[config.mk]
export PLATFORM = sky130hd
export DESIGN_NAME = sddr_port_arbiter_flat
export DESIGN_NICKNAME = d
export VERILOG_FILES = /design/src/rtl/sddr_port_arbiter_if.sv /design/src/rtl/sddr_port_arbiter.sv /design/src/flat_wrapper.sv
export SDC_FILE = /design/constraint.sdc
export NUM_CORES = 1
export LEC_CHECK = 0
export CORE_AREA = 2 2 287 289
export DETAILED_ROUTE_END_ITERATION = 7
export DIE_AREA = 0 0 289 291
export PLACE_DENSITY = 0.37
export SLEW_MARGIN = 10
export SYNTH_ARGS = -nofsm -noshare
export SYNTH_HDL_FRONTEND = slang
export SYNTH_SLANG_ARGS = --single-unit
[constraint.sdc]
create_clock -name cpu_clock_i -period 2.75 [get_ports cpu_clock_i]
set_input_delay 0.55 -clock cpu_clock_i [delete_from_list [all_inputs] [get_ports cpu_clock_i]]
set_output_delay 0.55 -clock cpu_clock_i [all_outputs]
set_load 0.02 [all_outputs]
[src/rtl/sddr_port_arbiter_if.sv]
// sddr_port_arbiter_if: requester and controller handshake bundle for the port arbiter
interface sddr_port_arbiter_if #(
    parameter int NUM_PORTS       = 2,
    parameter int ADDRESS_BITS    = 27,
    parameter int CMD_DATA_BITS   = 128,
    parameter int MAX_OUTSTANDING = 4
);
    logic [NUM_PORTS-1:0]               req_valid_i;
    logic [NUM_PORTS*ADDRESS_BITS-1:0]  req_address_i;
    logic [NUM_PORTS-1:0]               req_write_i;
    logic [NUM_PORTS*CMD_DATA_BITS-1:0] req_data_i;
    logic [NUM_PORTS-1:0]               req_ack_o;
    logic [NUM_PORTS-1:0]               rsp_ready_o;
    logic [CMD_DATA_BITS-1:0]           rsp_data_o;
    logic                               data_cmd_valid_o;
    logic [ADDRESS_BITS-1:0]            data_cmd_address_o;
    logic                               data_cmd_write_o;
    logic [CMD_DATA_BITS-1:0]           data_cmd_data_o;
    logic                               data_cmd_ack_i;
    logic                               data_rsp_ready_i;
    logic [CMD_DATA_BITS-1:0]           data_rsp_data_i;
    logic                               rsp_error_o;
    logic [$clog2(MAX_OUTSTANDING):0]   outstanding_o;

    modport slave (
        input  req_valid_i, req_address_i, req_write_i, req_data_i,
        input  data_cmd_ack_i, data_rsp_ready_i, data_rsp_data_i,
        output req_ack_o, rsp_ready_o, rsp_data_o,
        output data_cmd_valid_o, data_cmd_address_o, data_cmd_write_o, data_cmd_data_o,
        output rsp_error_o, outstanding_o
    );

    modport master (
        output req_valid_i, req_address_i, req_write_i, req_data_i,
        output data_cmd_ack_i, data_rsp_ready_i, data_rsp_data_i,
        input  req_ack_o, rsp_ready_o, rsp_data_o,
        input  data_cmd_valid_o, data_cmd_address_o, data_cmd_write_o, data_cmd_data_o,
        input  rsp_error_o, outstanding_o
    );
endinterface

[src/rtl/sddr_port_arbiter.sv]
// sddr_port_arbiter: round-robin arbiter funnelling N requesters into one controller command port with in-order read return
module sddr_port_arbiter #(
    parameter int NUM_PORTS       = 2,
    parameter int ADDRESS_BITS    = 27,
    parameter int CMD_DATA_BITS   = 128,
    parameter int MAX_OUTSTANDING = 4
) (
    input logic cpu_clock_i,
    input logic reset_n_i,
    sddr_port_arbiter_if.slave bus
);
    localparam int IW = $clog2(NUM_PORTS);
    localparam int PW = $clog2(MAX_OUTSTANDING);
    localparam int OW = PW + 1;
    localparam logic [OW-1:0] MAX_CNT = OW'(MAX_OUTSTANDING);

    typedef enum logic {ARB, ISSUE} state_t;

    state_t                   state_q;
    logic [IW-1:0]            last_grant_q;
    logic [IW-1:0]            cmd_id_q;
    logic [ADDRESS_BITS-1:0]  cmd_address_q;
    logic                     cmd_write_q;
    logic [CMD_DATA_BITS-1:0] cmd_data_q;
    logic [IW-1:0]            fifo_q [MAX_OUTSTANDING];
    logic [PW-1:0]            wr_ptr_q;
    logic [PW-1:0]            rd_ptr_q;
    logic [OW-1:0]            count_q;
    logic [OW-1:0]            count_d;
    logic [NUM_PORTS-1:0]     rsp_ready_q;
    logic [CMD_DATA_BITS-1:0] rsp_data_q;
    logic                     rsp_error_q;
    logic [IW-1:0]            winner;
    logic                     found;
    logic                     grant;
    logic                     push;
    logic                     pop;

    // Round-robin search starting just above the last granted port
    always_comb begin
        winner = last_grant_q;
        found  = 1'b0;
        for (int k = 1; k <= NUM_PORTS; k++) begin
            if (!found && bus.req_valid_i[IW'((int'(last_grant_q) + k) % NUM_PORTS)]) begin
                winner = IW'((int'(last_grant_q) + k) % NUM_PORTS);
                found  = 1'b1;
            end
        end
    end

    // Acks are gated by reset so nothing is offered while the block is held in reset
    assign grant   = reset_n_i && state_q == ARB && count_q < MAX_CNT && found;
    assign push    = state_q == ISSUE && bus.data_cmd_ack_i && !cmd_write_q;
    assign pop     = bus.data_rsp_ready_i && count_q != '0;
    assign count_d = count_q + OW'(push) - OW'(pop);

    assign bus.req_ack_o          = grant ? NUM_PORTS'(1) << winner : '0;
    assign bus.data_cmd_valid_o   = state_q == ISSUE;
    assign bus.data_cmd_address_o = cmd_address_q;
    assign bus.data_cmd_write_o   = cmd_write_q;
    assign bus.data_cmd_data_o    = cmd_data_q;
    assign bus.rsp_ready_o        = rsp_ready_q;
    assign bus.rsp_data_o         = rsp_data_q;
    assign bus.rsp_error_o        = rsp_error_q;
    assign bus.outstanding_o      = count_q;

    // Arbitration FSM: capture the winner into the command register, hold it until the controller takes it
    always_ff @(posedge cpu_clock_i or negedge reset_n_i) begin
        if (!reset_n_i) begin
            state_q       <= ARB;
            last_grant_q  <= IW'(NUM_PORTS - 1);
            cmd_id_q      <= '0;
            cmd_address_q <= '0;
            cmd_write_q   <= 1'b0;
            cmd_data_q    <= '0;
        end else if (state_q == ARB) begin
            if (grant) begin
                state_q       <= ISSUE;
                last_grant_q  <= winner;
                cmd_id_q      <= winner;
                cmd_address_q <= bus.req_address_i[winner*ADDRESS_BITS +: ADDRESS_BITS];
                cmd_write_q   <= bus.req_write_i[winner];
                cmd_data_q    <= bus.req_data_i[winner*CMD_DATA_BITS +: CMD_DATA_BITS];
            end
        end else if (bus.data_cmd_ack_i) begin
            state_q <= ARB;
        end
    end

    // ID FIFO remembering which port owns each read still in flight
    always_ff @(posedge cpu_clock_i or negedge reset_n_i) begin
        if (!reset_n_i) begin
            wr_ptr_q <= '0;
            rd_ptr_q <= '0;
            count_q  <= '0;
            for (int i = 0; i < MAX_OUTSTANDING; i++) fifo_q[i] <= '0;
        end else begin
            if (push) begin
                fifo_q[wr_ptr_q] <= cmd_id_q;
                wr_ptr_q         <= wr_ptr_q + 1'b1;
            end
            if (pop) rd_ptr_q <= rd_ptr_q + 1'b1;
            count_q <= count_d;
        end
    end

    // Route each returning read to the port at the FIFO head; flag responses nobody asked for
    always_ff @(posedge cpu_clock_i or negedge reset_n_i) begin
        if (!reset_n_i) begin
            rsp_ready_q <= '0;
            rsp_data_q  <= '0;
            rsp_error_q <= 1'b0;
        end else begin
            rsp_ready_q <= pop ? NUM_PORTS'(1) << fifo_q[rd_ptr_q] : '0;
            if (pop) rsp_data_q <= bus.data_rsp_data_i;
            if (bus.data_rsp_ready_i && count_q == '0) rsp_error_q <= 1'b1;
        end
    end
endmodule

[src/flat_wrapper.sv]
// flat-port wrapper written by rule: the top's interface ports become plain ports
module sddr_port_arbiter_flat 
#(
    parameter int NUM_PORTS       = 2,
    parameter int ADDRESS_BITS    = 27,
    parameter int CMD_DATA_BITS   = 128,
    parameter int MAX_OUTSTANDING = 4
)
  (cpu_clock_i, reset_n_i, bus_req_valid_i, bus_req_address_i, bus_req_write_i, bus_req_data_i, bus_data_cmd_ack_i, bus_data_rsp_ready_i, bus_data_rsp_data_i, bus_req_ack_o, bus_rsp_ready_o, bus_rsp_data_o, bus_data_cmd_valid_o, bus_data_cmd_address_o, bus_data_cmd_write_o, bus_data_cmd_data_o, bus_rsp_error_o, bus_outstanding_o);
  sddr_port_arbiter_if #(.NUM_PORTS(NUM_PORTS), .ADDRESS_BITS(ADDRESS_BITS), .CMD_DATA_BITS(CMD_DATA_BITS), .MAX_OUTSTANDING(MAX_OUTSTANDING)) bus_i ();
  input logic cpu_clock_i;
  input logic reset_n_i;
  input wire logic [$bits(bus_i.req_valid_i)-1:0] bus_req_valid_i;
  input wire logic [$bits(bus_i.req_address_i)-1:0] bus_req_address_i;
  input wire logic [$bits(bus_i.req_write_i)-1:0] bus_req_write_i;
  input wire logic [$bits(bus_i.req_data_i)-1:0] bus_req_data_i;
  input wire logic [$bits(bus_i.data_cmd_ack_i)-1:0] bus_data_cmd_ack_i;
  input wire logic [$bits(bus_i.data_rsp_ready_i)-1:0] bus_data_rsp_ready_i;
  input wire logic [$bits(bus_i.data_rsp_data_i)-1:0] bus_data_rsp_data_i;
  output wire logic [$bits(bus_i.req_ack_o)-1:0] bus_req_ack_o;
  output wire logic [$bits(bus_i.rsp_ready_o)-1:0] bus_rsp_ready_o;
  output wire logic [$bits(bus_i.rsp_data_o)-1:0] bus_rsp_data_o;
  output wire logic [$bits(bus_i.data_cmd_valid_o)-1:0] bus_data_cmd_valid_o;
  output wire logic [$bits(bus_i.data_cmd_address_o)-1:0] bus_data_cmd_address_o;
  output wire logic [$bits(bus_i.data_cmd_write_o)-1:0] bus_data_cmd_write_o;
  output wire logic [$bits(bus_i.data_cmd_data_o)-1:0] bus_data_cmd_data_o;
  output wire logic [$bits(bus_i.rsp_error_o)-1:0] bus_rsp_error_o;
  output wire logic [$bits(bus_i.outstanding_o)-1:0] bus_outstanding_o;
  assign bus_i.req_valid_i = bus_req_valid_i;
  assign bus_i.req_address_i = bus_req_address_i;
  assign bus_i.req_write_i = bus_req_write_i;
  assign bus_i.req_data_i = bus_req_data_i;
  assign bus_i.data_cmd_ack_i = bus_data_cmd_ack_i;
  assign bus_i.data_rsp_ready_i = bus_data_rsp_ready_i;
  assign bus_i.data_rsp_data_i = bus_data_rsp_data_i;
  assign bus_req_ack_o = bus_i.req_ack_o;
  assign bus_rsp_ready_o = bus_i.rsp_ready_o;
  assign bus_rsp_data_o = bus_i.rsp_data_o;
  assign bus_data_cmd_valid_o = bus_i.data_cmd_valid_o;
  assign bus_data_cmd_address_o = bus_i.data_cmd_address_o;
  assign bus_data_cmd_write_o = bus_i.data_cmd_write_o;
  assign bus_data_cmd_data_o = bus_i.data_cmd_data_o;
  assign bus_rsp_error_o = bus_i.rsp_error_o;
  assign bus_outstanding_o = bus_i.outstanding_o;
  sddr_port_arbiter #(.NUM_PORTS(NUM_PORTS), .ADDRESS_BITS(ADDRESS_BITS), .CMD_DATA_BITS(CMD_DATA_BITS), .MAX_OUTSTANDING(MAX_OUTSTANDING)) u_core (.cpu_clock_i(cpu_clock_i), .reset_n_i(reset_n_i), .bus(bus_i));
endmodule
==> out/results.txt <==
Crit path arrival time: 1850 ps
core utilization of the finished layout: 28.4%
count of synthesis-stage warnings from yosys: 0
Total GRT Usage: 11.9%
cell breakdown of the critical path: buf_4 -> nor4bb_4 -> and2_1 -> buf_4
#FFs+latches synth: 301
final count of pins violating max slew: 0
post-synth top area cell: sky130_fd_sc_hd__dfrtp_1
number of stages on the worst setup path: 4
Slew @ Worst Pin: 823 ps
Post-layout nets: 2218
worst path required time: 2200 ps
global routing met3 resource utilization: 4.58%
Post-Place Setup Slack: 240 ps
HPWL after DPL: 39.9 mm
register area share after synthesis: 58.3%
number of nets in the synthesized netlist: 1465
vertical die dimension: 291 µm
ratio of total power to cell area: 1070 mW/mm²
leakage: 9.61 nW
crit-path most repeated cell: sky130_fd_sc_hd__buf_4
FP Rows: 105
area growth from synthesis to layout: 78.2%
startpoint class of the critical path: flop
global-route met1 utilization: 12.6%
Cells after Synth: 1012
Starting Density: 15.9%
ant diodes: 0
Post-synth EDFFs: 0
highest clock frequency the design can meet: 0.416 GHz
Post-Route WL: 51.8 mm
Routability Congestion: 0.743
worst voltage drop across the vdd grid: 0.512 mV
Slew HR: 45.1%
worst r2r path cells: 8
CTS tree: done
area inside the core boundary: 0.0812 mm²
Crit Path Max Fanout: 5
met2 Resource Use GR: 21.7%
Hold WS: 43.5 ps
fill cell total of the finished layout: 8392
final critical path time including I/O delays and setup: 2400 ps
post-route worst setup slack: 346 ps
Max Clock Skew: 25.5 ps
class of the tightest hold or removal check: in2async
drt drc: 0
max_cap viols: 0
clock latency on the worst-skew pair: 560 ps
global route hottest layer: met2
synth unique cells: 29
number of global-route vias before repair: 11100
average size of a mapped cell: 12.8 µm²
Worst Path Buf+Inv: 2
Worst setup EP type: output pin
number of antenna violations at the first check in global routing: 2
fraction of layout instances using a drive strength above 1: 13.4%
number of buffers created by CTS: 40
final design area excluding fillers: 0.0230 mm²
DR pass1 iterations: 4
hold buffers post-CTS: 0
share of the cycle needed by the critical path after routing: 87.4%
post-synthesis async set-or-reset flop share: 100%
buffer depth of the longest clock path: 3
final-layout setup total negative slack: 0 ps
biggest area contributors in the synthesized netlist: sky130_fd_sc_hd__dfrtp_1, sky130_fd_sc_hd__mux2i_1, sky130_fd_sc_hd__mux2_4, sky130_fd_sc_hd__a21oi_1, sky130_fd_sc_hd__mux2_2
final hold violation count: 0
area post-placement: 0.0217 mm²
crit path kind: reg2out
global-route wire length before repair: 74.6 mm
prevailing post-synth register cell: sky130_fd_sc_hd__dfrtp_1
Congestion Overflow GR: 0
vias per cell: 3.64
setup repair after global routing missed its margin: no
htree depth: 2
via count of the routed design: 10400
final count of negative-setup-slack endpoints: 0
pin count of the biggest net entering global routing: 126
count of pins on the block boundary: 739
clock sink total: 301
die footprint: 0.0841 mm²
number of buffers inserted by port buffering: 737
clock-pin slew on the worst setup and hold paths: 60 ps
DRC violation total after the first TritonRoute iteration: 324
family of cells with the greatest summed delay on the critical path: simple AND/OR/NAND/NOR gates
number of nets still failing antenna checks after routing: 0
cell chosen for the clock root: sky130_fd_sc_hd__clkbuf_16
routed length per placed instance: 18.1 µm
die span in x: 289 µm
peak per-stage delay on the critical path: 370 ps
Netlist Area Pre-Place: 0.0129 mm²
top cell type's share of synthesized area: 58.1%
run status: complete, no violations
highest-delay cell along the critical path: sky130_fd_sc_hd__dfrtp_1
report_power, final:
part | internal (mW) | switching [mW] | leakage, nW | total, mW
clock | 3.19 | 2.09 | 0.651 | 5.28
sequential | 6.30 | 1.05 | 3.42 | 7.35
combinational | 6.07 | 6.02 | 5.54 | 12.1
total | 15.6 | 9.16 | 9.61 | 24.7
metal layers:
layer | up-vias | share of wire (%)
li1 | 5020 | -
met1 | 4922 | 36
met2 | 429 | 52
met3 | 64 | 9.9
met4 | 0 | 2.1
met5 | - | 0
layout make-up:
| type | instances | area (µm²) | area share, % |
|---|---|---|---|
| inverter | 7 | 26.3 | 0.114 |
| clock inverter | 12 | 165 | 0.718 |
| timing repair buffer | 779 | 7820 | 34.0 |
| sequential | 301 | 7530 | 32.7 |
| clock buffer | 59 | 1150 | 5.01 |
| multi-input combinational | 636 | 4980 | 21.7 |
| tap | 1070 | 1340 | 5.82 |
what timing repair did:
item | in CTS | in global routing
endpoints found under the setup margin | 1 | 0
buffers inserted | 0 | 0
resized for setup | 1 | 0
endpoints found under the hold margin | 0 | 0
cells in the mapped netlist (all sizes together), types with 2 or more instances:
library cell / instances
nor2: 160
clkbuf: 12
buf: 56
dfrtp: 300
nand2: 6
inv: 7
a21oi: 156
o21ai: 2
ha: 6
mux2i: 156
and2: 2
mux2: 132
xor2: 2
xnor2: 5
cell usage in the layout (no fill, tap or decap), types with 2 or more instances in the layout:
cell type | netlist | final
sky130_fd_sc_hd__clkbuf_1 | 12 | 11
sky130_fd_sc_hd__mux2_2 | 67 | 67
sky130_fd_sc_hd__bufinv_16 | 0 | 3
sky130_fd_sc_hd__and2_1 | 2 | 2
sky130_fd_sc_hd__ha_1 | 6 | 6
sky130_fd_sc_hd__buf_12 | 0 | 10
sky130_fd_sc_hd__buf_4 | 5 | 33
sky130_fd_sc_hd__inv_1 | 7 | 7
sky130_fd_sc_hd__clkbuf_8 | 0 | 8
sky130_fd_sc_hd__xnor2_1 | 4 | 4
sky130_fd_sc_hd__clkinv_2 | 0 | 6
sky130_fd_sc_hd__mux2i_1 | 156 | 156
sky130_fd_sc_hd__xor2_1 | 2 | 2
sky130_fd_sc_hd__dfrtp_1 | 300 | 300
sky130_fd_sc_hd__nand2_1 | 6 | 6
sky130_fd_sc_hd__a21oi_1 | 156 | 156
sky130_fd_sc_hd__o21ai_0 | 2 | 2
sky130_fd_sc_hd__clkdlybuf4s50_1 | 0 | 734
sky130_fd_sc_hd__mux2_4 | 65 | 65
sky130_fd_sc_hd__clkbuf_16 | 0 | 40
sky130_fd_sc_hd__nor2_1 | 160 | 160
cell families after synthesis:
| group | Yosys count | share of synthesized area, % |
|---|---|---|
| compound gates | 160 | 6.25 |
| buf+inv | 75 | 3.28 |
| simple gates | 173 | 5.19 |
| flops | 301 | 58.3 |
| mux | 289 | 25.7 |
| xor+xnor | 7 | 0.533 |
| fa+ha+maj | 7 | 0.736 |
path summary, 6_finish.rpt:
path / from / endpoint / slack [ps]
min in group cpu_clock_i: reset_n_i / u_core.bus.data_cmd_valid_o / 340
max reg2reg: u_core.bus.outstanding_o[0] / u_core.bus.outstanding_o[2] / 710
min: reset_n_i / u_core.bus.rsp_data_o[51] / 40
max in group asynchronous: reset_n_i / u_core.bus.data_cmd_data_o[74] / 1960
max: u_core.bus.outstanding_o[2] / bus_req_ack_o[0] / 350
min reg2reg: u_core.rd_ptr_q[1] / u_core.rd_ptr_q[1] / 480
per-stage QoR:
stage	power [mW]	cells
2_1_floorplan	13.5	1012
3_3_place_gp	19.8	2793
3_5_place_dp	19.8	2793
4_1_cts	25.4	2864
5_1_grt	26.3	2864
6_report	24.7	2864
registers in the layout, summed over array words and instances (netlist names):
register	count
u_core.bus.data_cmd_data_o	128
u_core.bus.rsp_data_o	128
u_core.bus.data_cmd_address_o	27
u_core.fifo_q	4
u_core.bus.outstanding_o	3
u_core.bus.rsp_ready_o	2
u_core.rd_ptr_q	2
u_core.wr_ptr_q	2
u_core.bus.data_cmd_valid_o	1
u_core.bus.data_cmd_write_o	1
u_core.bus.rsp_error_o	1
u_core.cmd_id_q	1
u_core.last_grant_q	1
Note: power is estimated with default switching activity, not from simulation.
